**src/rtl/microwave_timer.sv**
```systemverilog
// rtl/microwave_timer.sv - four-digit BCD countdown timer with keypad entry and expiry pulse
module microwave_timer #(
    parameter int TICKS_PER_SEC = 100,
    parameter int PRE_W         = 7
) (
    input  logic       clk,
    input  logic       rst,
    input  logic       clearn,
    input  logic       digit_valid,
    input  logic [3:0] digit,
    input  logic       enable,
    output logic [3:0] min_tens,
    output logic [3:0] min_ones,
    output logic [3:0] sec_tens,
    output logic [3:0] sec_ones,
    output logic       timer_done,
    output logic       done_pulse
);

    localparam logic [PRE_W-1:0] PRE_LAST = PRE_W'(TICKS_PER_SEC - 1);

    logic [PRE_W-1:0] pre;
    logic             sec_tick;
    logic             one_left;

    assign timer_done = (min_tens == 4'd0) && (min_ones == 4'd0) &&
                        (sec_tens == 4'd0) && (sec_ones == 4'd0);
    assign one_left   = (min_tens == 4'd0) && (min_ones == 4'd0) &&
                        (sec_tens == 4'd0) && (sec_ones == 4'd1);
    assign sec_tick   = enable && !timer_done && (pre == PRE_LAST);

    always_ff @(posedge clk or posedge rst) begin
        if (rst) begin
            min_tens   <= 4'd0;
            min_ones   <= 4'd0;
            sec_tens   <= 4'd0;
            sec_ones   <= 4'd0;
            pre        <= '0;
            done_pulse <= 1'b0;
        end else if (!clearn) begin
            min_tens   <= 4'd0;
            min_ones   <= 4'd0;
            sec_tens   <= 4'd0;
            sec_ones   <= 4'd0;
            pre        <= '0;
            done_pulse <= 1'b0;
        end else if (enable) begin
            done_pulse <= 1'b0;
            if (timer_done) begin
                pre <= '0;
            end else if (sec_tick) begin
                pre        <= '0;
                done_pulse <= one_left;
                // BCD borrow chain; seconds tens above 5 simply count down as entered
                if (sec_ones != 4'd0) begin
                    sec_ones <= sec_ones - 4'd1;
                end else if (sec_tens != 4'd0) begin
                    sec_tens <= sec_tens - 4'd1;
                    sec_ones <= 4'd9;
                end else if (min_ones != 4'd0) begin
                    min_ones <= min_ones - 4'd1;
                    sec_tens <= 4'd5;
                    sec_ones <= 4'd9;
                end else begin
                    min_tens <= min_tens - 4'd1;
                    min_ones <= 4'd9;
                    sec_tens <= 4'd5;
                    sec_ones <= 4'd9;
                end
            end else begin
                pre <= pre + PRE_W'(1);
            end
        end else begin
            // Idle: prescaler parked so each resume starts a full second
            pre        <= '0;
            done_pulse <= 1'b0;
            if (digit_valid && (digit <= 4'd9)) begin
                min_tens <= min_ones;
                min_ones <= sec_tens;
                sec_tens <= sec_ones;
                sec_ones <= digit;
            end
        end
    end

endmodule

```
**config.mk**
```make
export PLATFORM = sky130hd
export DESIGN_NAME = microwave_timer
export DESIGN_NICKNAME = d
export VERILOG_FILES = /design/src/rtl/microwave_timer.sv
export SDC_FILE = /design/constraint.sdc
export NUM_CORES = 1
export LEC_CHECK = 0
export ABC_AREA = 1
export CORE_UTILIZATION = 50
export DETAILED_ROUTE_END_ITERATION = 6
export GPL_TIMING_DRIVEN = 0
export PLACE_DENSITY_LB_ADDON = 0.12
export SLEW_MARGIN = 20
export SYNTH_ARGS = -nofsm -noshare
export SYNTH_HDL_FRONTEND = slang
export SYNTH_SLANG_ARGS = --single-unit
```
**constraint.sdc**
```tcl
create_clock -name clk -period 1.8 [get_ports clk]
set_input_delay 0.18 -clock clk [delete_from_list [all_inputs] [get_ports clk]]
set_output_delay 0.18 -clock clk [all_outputs]
set_load 0.01 [all_outputs]
```
# Yosys cells after proc, flatten, opt, wreduce, memory -nomap -nowiden
# Index checks and enable logic that the tools add are counted.
# Widths: inputs -> output; s select.
dict set report classes {
  mux 37
  addsub 5
  reduce_logical 19
  n_eq_ne 8
  order_cmp 1
}
# cell count
set ops {}
lappend ops {{$mux 4} 29}
lappend ops {{$mux 7} 4}
lappend ops {{$logic_not 4->1} 4}
lappend ops {{$sub 4x1->4 const B} 4}
lappend ops {{$ne 3x3->1 const B} 4}
lappend ops {{$reduce_bool 4->1} 3}
lappend ops {{$add 7x1->7 const B} 1}
lappend ops {{$eq 7x7->1 const B} 1}
lappend ops {{$logic_and 1x1->1} 7}
lappend ops {{$reduce_and 6->1} 1}
lappend ops {{$reduce_and 5->1} 1}
lappend ops {{$eq 4x1->1 const B} 1}
lappend ops {{$le 4x4->1 const B} 1}
lappend ops {{$mux 1} 4}
lappend ops {{$reduce_and 4->1} 1}
lappend ops {{$ne 3x1->1 const B} 1}
lappend ops {{$ne 3x2->1 const B} 1}
lappend ops {{$reduce_and 3->1} 1}
lappend ops {{$logic_not 1->1} 1}
dict set report word_totals {
  reg_bits 24
  output_inout_bits 18
}

# Longest topological paths before layout
# Gate-level depths: netlist of run 1.
dict set report depth {
  word_depth 11
  mapped_depth 10
  mapped_depth_nobuf 10
}

# Least setup slack after synthesis of run 1
# Ideal clock, no wire load.
dict set report synth_timing {
  path_kind {register -> register}
  from {register min_tens[0]}
  to {register sec_ones[0]}
  stages_incl_launch_ff 11
  required_ps 1724
  path_buffers 0
  period_less_slack_ps 1463
  arrival_time_ps 1387
  setup_slack_ps 337
  path_cell_list {dfrtp_1 -> inv_1 -> ha_1 -> nand2_1 -> nor2_4 -> nand3_4 -> nand2_2 -> nand2_4 -> nand2_4 -> nand2_1 -> o21ai_1}
}
dict set report synth_between {
  elab_chain_len 9
  word_cells_on_any_way 10
}
# item line
set synth_lines {}
lappend synth_lines {{start: declaration} 12} ;# output logic [3:0] min_tens,
lappend synth_lines {{start signal: assignment} 65} ;# min_tens <= min_tens - 4'd1;
lappend synth_lines {{start signal: assignment} 78} ;# min_tens <= min_ones;
lappend synth_lines {{$logic_not 4->1 *} 26} ;# assign timer_done = (min_tens == 4'd0) && (min_ones == 4'd0) &&
lappend synth_lines {{$logic_and 1x1->1 * (2 in series)} 26}
lappend synth_lines {{$logic_and 1x1->1 *} 27} ;# (sec_tens == 4'd0) && (sec_ones == 4'd0);
lappend synth_lines {{$logic_not 1->1} 30} ;# assign sec_tick = enable && !timer_done && (pre == PRE_LAST);
lappend synth_lines {{$logic_and 1x1->1 (2 in series)} 30}
lappend synth_lines {{$ne 3x2->1 (no line)} n/a}
lappend synth_lines {{$reduce_and 3->1 (no line) *} n/a}
lappend synth_lines {{end signal: assignment} 56} ;# sec_ones <= sec_ones - 4'd1;
lappend synth_lines {{end signal: assignment} 81} ;# sec_ones <= digit;
lappend synth_lines {{end: declaration} 15} ;# output logic [3:0] sec_ones,
# Every way passes the cells marked *; elsewhere a longest branch is shown, timed or not.
# A chain may end at the register's enable or synchronous reset.

# Worst setup path in the final report of run 1
dict set report layout_timing {
  from {register min_tens[1]}
  to {output timer_done}
}
dict set report layout_between {
  elab_chain_len 4
}
# item line
set layout_lines {}
lappend layout_lines {{$logic_not 4->1} 26}
lappend layout_lines {{$logic_and 1x1->1 (2 in series)} 26}
lappend layout_lines {{$logic_and 1x1->1} 27}
lappend layout_lines {{end: declaration} 16} ;# output logic timer_done,
# Every way passes these cells.

==> reports/results.ini, run 1 <==
[synth]
synthTopCellsByCount = nand2_1 (53), dfrtp_1 (24), inv_1 (20)
synth-edff-count = 0
yosysSeqAreaShare_pct = 36.81
async_reset_ff_share_pct = 100.0
post-synth-top-count-cell = nand2_1
ys_top_cells_by_area = dfrtp_1 (37%), nand2_1 (12%), nand3_1 (4.9%)
synth_top_area_share_pct = 36.81
syn_nets = 213
synth_top_flop_cell = dfrtp_1
syn_area_um2 = 1632
yosysWarnings = 0
syn_area_per_cell_um2 = 8.077
ys_types = 31
yosys.area.top_type = dfrtp_1
syn_inst = 202
ys_ff_latch = 24

[critical_path]
cp-end-kind = primary output
critical_path_class = reg2out
required_ns = 1.62
path_max_fanout = 3
worst_ep_arrival_time_ns = 1.55
start_kind = register

[clock_tree]
cts-buffers-inserted = 3
clkLatencyLatePin_ns = 0.32
cts-root-buf = clkbuf_4
cts_tree = built
hold_buffers = 0
clock-sinks = 24
h-tree-depth = 1
clk_pin_slew_ns = 0.13
clock_path_buffers = 2

[floorplanning]
die_h_um = 59.13
start_util_pct = 53.01
io_pins = 27
die_w_um = 59.13
die_area_um2 = 3496
core-area_um2 = 3078
rows = 20

[grt]
first_global_vias = 1401
grt_max_degree = 25
grt_pass1_wl_um = 6016
grt_usage_pct = 22.91
grt-ovfl-total = 0
antenna_found_initial = 0

[timing]
fin_ws_ns = 0.07167
finalCriticalPeriod_ns = 1.728
post-route-period-util_pct = 96.02
finClkSkew_ns = 0.002004
drv_slew = 0
tightest_slew_ns = 0.9109
finalSetupViolCount = 0
max_freq_mhz = 578.6
hold_viol_final = 0
max_slew_margin_pct = 39.21

[drt]
route.detailed.drc = 0
vias_per_cell = 5.177
via_count = 1465
wl_per_cell_um = 13.06
first_pass_iters = 6
wl_um = 3695
drtIter0Drc = 81
ant_nets = 0

[pwr]
p_leak_nw = 0.9611
max-vdd-ir-drop_v = 0.0004731
p_per_area_nw_per_um2 = 935.0

[flow_run]
cap_violations = 0

[place]
dp_cells = 272
dpl.hpwl_um = 2687
port_buffers = 26
pre_cts_ws_ns = -0.03725
place.gp.congestion = 0.8739

[layout]
diodes = 0
finalNonFillerCells = 283
nNetsFinal = 251
final_layout_size_suffix_gt1_share_pct = 20.92
fill_cells = 278
area_growth_pct = 26.69

[hold_path]
worstHoldPathType = in2async

[run_status]
status = finished, final reports clean

## repair_timing
item	CTS	global route
setup buffers	5	2
gates resized for setup	5	8
setup endpoints to repair	1	7
pin swaps	3	2
## worst max-delay path, stage by stage (launching register included)
cell and delay (ns):
dfrtp_1 0.42, inv_2 0.09, ha_4 0.14, nand2_2 0.07, nor2_4 0.16, nand3_4 0.08, inv_1 0.05, clkdlybuf4s15_2 0.21
## metrics by stage
step           util, %  hold slack, ns    TNS, ns  area, µm²  power, mW
3_3_place_gp     63.25          0.4457   -0.09466       1947      1.508
3_5_place_dp     63.25          0.4565    -0.1437       1947      1.527
5_1_grt          67.15          0.4218  -0.004137       2067      2.053
2_1_floorplan        -          0.1946          0       1632      1.246
6_report         67.15          0.3341          0       2067      1.933
4_1_cts          65.89          0.3624          0       2028      1.872
## cells by family after synthesis
kind of cell,Yosys count,share of synthesized area [%]
buf+inv,26,6.518
xor+xnor,6,3.221
fa+ha+maj,2,1.533
flops,24,36.81
simple gates,117,42.41
compound gates,27,9.509
## sequential cells by signal, indices dropped and copies added (netlist names)
register	count
pre	7
min_tens	4
sec_ones	4
sec_tens	4
done_pulse	1
min_ones	4
## metal layers
metal	GRT usage [%]	vias to the layer above	routed length (µm)	share of wire (%)
met2	40.26	29	1912	52
met1	28.02	699	1597	43
met3	2.838	9	100	2.7
met5	0	-	0	0
li1	-	728	-	-
met4	10.20	0	85	2.3
## placed cells by master, fill, tap and decap left out, types with 3 or more instances in the layout
cell type,n
xor2_1,4
nor2_4,7
nand2_1,52
nor2_8,4
nand2_2,6
nor2_1,15
nand2_4,5
clkbuf_4,3
o21ai_1,3
a22oi_1,3
inv_1,18
clkdlybuf4s50_1,25
inv_2,5
o21ai_0,11
dfrtp_1,22
nor3_1,3
buf_4,8
nand3_1,16
o22ai_1,6
## where the power goes
| part | switching, mW | leakage, nW | total, mW | internal (mW) |
|---|---|---|---|---|
| Clock | 0.170 | 0.0210 | 0.294 | 0.124 |
| Combinational | 0.502 | 0.620 | 0.931 | 0.428 |
| Sequential | 0.0912 | 0.320 | 0.708 | 0.617 |
## final timing paths
path / start / end / slack (ns) / cells past startpoint
max in group asynchronous: rst / min_ones[0] / 0.85 / 2
setup reg to reg: sec_ones[2] / min_ones[0] / 0.13 / 10
min in group clk: pre[0] / pre[0] / 0.48 / 1
setup / recovery: min_tens[1] / timer_done / 0.07 / 7
hold reg to reg: pre[0] / pre[0] / 0.48 / 1
hold / removal: rst / min_tens[2] / 0.33 / 2
## final cells by class
class	instances	area, µm²	area share (%)
buffer	1	7.507	0.3632
clock buffer	4	36.28	1.755
inverter	25	98.84	4.782
multi-input combinational	152	952.2	46.07
sequential	24	603.1	29.18
tap	44	55.05	2.663
timing repair buffer	33	314.1	15.19
(Power assumes the default switching activity.)
==> run 2: changes to the inputs <==
--- a/config.mk
+++ b/config.mk
@@ -7,6 +7,7 @@
 export LEC_CHECK = 0
 export ABC_AREA = 1
 export CORE_UTILIZATION = 50
+export CTS_CLUSTER_DIAMETER = 50
 export DETAILED_ROUTE_END_ITERATION = 6
 export GPL_TIMING_DRIVEN = 0
 export PLACE_DENSITY_LB_ADDON = 0.12
==> results of run 2 <==
Same layout as run 1: the final DEF is identical, and so are final timing and power.
==> run 3: changes to the inputs <==
--- a/config.mk
+++ b/config.mk
@@ -6,10 +6,11 @@
 export NUM_CORES = 1
 export LEC_CHECK = 0
 export ABC_AREA = 1
+export CORE_ASPECT_RATIO = 1.1
 export CORE_UTILIZATION = 50
-export CTS_CLUSTER_DIAMETER = 50
 export DETAILED_ROUTE_END_ITERATION = 6
 export GPL_TIMING_DRIVEN = 0
+export MAX_ROUTING_LAYER = met4
 export PLACE_DENSITY_LB_ADDON = 0.12
 export SLEW_MARGIN = 20
 export SYNTH_ARGS = -nofsm -noshare
==> run 3 against run 2 <==
Effect of this change: routed wire length decreased by 11%; worst hold slack worse by 0.0035 ns; clock-buffer cell count unchanged; die area hardly changed; via count down 4.0%; utilization is 1.5 points lower; sequential power down 1%; register-to-register slack improved by 0.03 ns; combinational power is 5.9% lower; setup slack gained 0.085 ns; largest cell class unchanged.
==> reports/results.ini, run 3 (synthesis gave the netlist of run 1 again) <==
[critical_path]
timing.rr.start = sec_ones[2]
cp-end-kind = register
path_max_fanout = 10
worst_ep_arrival_time_ns = 1.86
critical_path_class = reg2reg
start_kind = register
worstSetupStartpoint = sec_ones[2]
r2r_cells = 10
r2r_setup_slack_ns = 0.16
required_ns = 2.02
reg2reg_to = min_ones[1]

[clock_tree]
clock_path_buffers = 2
clk_pin_slew_ns = 0.15
cts_tree = built
clkLatencyLatePin_ns = 0.32
h-tree-depth = 1
cts-root-buf = clkbuf_4
cts-buffers-inserted = 3
hold_buffers = 0
clock-sinks = 24

[layout]
nNetsFinal = 250
largest-register = pre
final_common_cell = nand2_1
area_growth_pct = 23.77
diodes = 0
final_layout_size_suffix_gt1_share_pct = 18.49
layout_common_cells = nand2_1 (53), clkdlybuf4s50_1 (25), dfrtp_1 (23)
largest_register_ffs = 7
fill_cells = 279

[drt]
vias_per_cell = 5.169
via_count = 1406
ant_nets = 0
drtIter0Drc = 31
wl_um = 3295
route.detailed.drc = 0
wl_per_cell_um = 12.11
first_pass_iters = 5

[grt]
grt-ovfl-total = 0
first_global_vias = 1327
grt_max_degree = 25
grt_usage_pct = 22.03
antenna_found_initial = 0
grt_pass1_wl_um = 5782

[place]
place.gp.congestion = 0.8564
dpl.hpwl_um = 2559
port_buffers = 26
pre_cts_ws_ns = -0.03999

[pwr]
p_sw_mw = 0.7266
combPwrFrac_pct = 46.8
clock_power_share_pct = 15.7
max-vdd-ir-drop_v = 0.0005784
intPower_mw = 1.143
p_per_area_nw_per_um2 = 925.7
p_total_mw = 1.869
p_seq_share_pct = 37.5
p_leak_nw = 0.9555
switching_share_pct = 38.87

[timing]
rsz0062_at_grt = no
max_slew_margin_pct = 40.69
hold_viol_final = 0
post-route-period-util_pct = 91.29
finalCriticalPeriod_ns = 1.643
max_freq_mhz = 608.6
tns_ns = 0
finClkSkew_ns = 0.01312
drv_slew = 0
fin_ws_ns = 0.1569
tightest_slew_ns = 0.8887
finalSetupViolCount = 0

[floorplanning]
io_pins = 27
die_h_um = 61.91
die_area_um2 = 3496
core-area_um2 = 3074
rows = 21
start_util_pct = 53.07
die_w_um = 56.47

[flow_run]
cap_violations = 0

[hold_path]
worstHoldPathType = in2async

[run_status]
status = finished, final reports clean

## run 3: changes by cell type in the layout (fill, tap and decap cells not counted), sizes merged
cell and change:
buf -1, clkbuf +1, clkdlybuf4s15 -1
## run 3: critical path, stage by stage (launching register included)
cell and delay, ns:
dfrtp_1 0.44, inv_1 0.10, nand2_1 0.12, nor2_4 0.17, buf_4 0.15, nand2_1 0.05
nand3b_4 0.16, nand2_4 0.13, nand2_2 0.09, nand2_1 0.07, nand2_1 0.05
## run 3: per-layer routing
layer | global-route usage, % | share of wire [%]
met5 | - | 0
met4 | 6.969 | 1.0
met3 | 1.863 | 1.9
met2 | 38.82 | 51
met1 | 27.34 | 46
## run 3: repair_timing
action / CTS / global route
pin swaps: 2 / 1
gates resized for setup: 3 / 3
setup buffers: 6 / 0
endpoints found under the setup margin: 1 / 1
## run 3: through the flow
step / hold WS, ns / utilization, % / instances / area (µm²)
6_report: 0.3306 / 65.69 / 272 / 2019
3_3_place_gp: 0.4502 / 62.92 / 262 / 1934
3_5_place_dp: 0.4778 / 62.92 / 262 / 1934
2_1_floorplan: 0.1946 / - / 202 / 1632
5_1_grt: 0.4115 / 65.69 / 272 / 2019
4_1_cts: 0.3719 / 65.73 / 272 / 2021
## run 3: power by group through the flow
stage	Clock (mW)	Combinational (mW)	Sequential [mW]
floorplan	0	0.507	0.740
global placement	0	0.791	0.717
detailed placement	0	0.803	0.721
CTS	0.299	0.882	0.701
global route	0.327	0.975	0.715
finish	0.293	0.876	0.701
## run 3: worst max-delay path by stage
stage,endpoint,slack [ns],cells past startpoint
after floorplan,sec_ones[0],0.34,10
after global placement,timer_done,-0.01,7
after detailed placement,sec_tens[0],-0.04,10
after CTS,timer_done,0.03,7
after global routing,min_ones[1],0.02,10
final,min_ones[1],0.16,10
## run 3: layout make-up
type                            instances  area [µm²]  area share [%]
Multi-Input combinational cell        152       932.1           46.16
Tap cell                               34       42.54           2.107
Timing Repair Buffer                   32       300.3           14.87
Clock buffer                            4       36.28           1.797
Sequential cell                        24       601.8           29.80
Inverter                               25       98.84           4.895
Buffer                                  1       7.507          0.3717
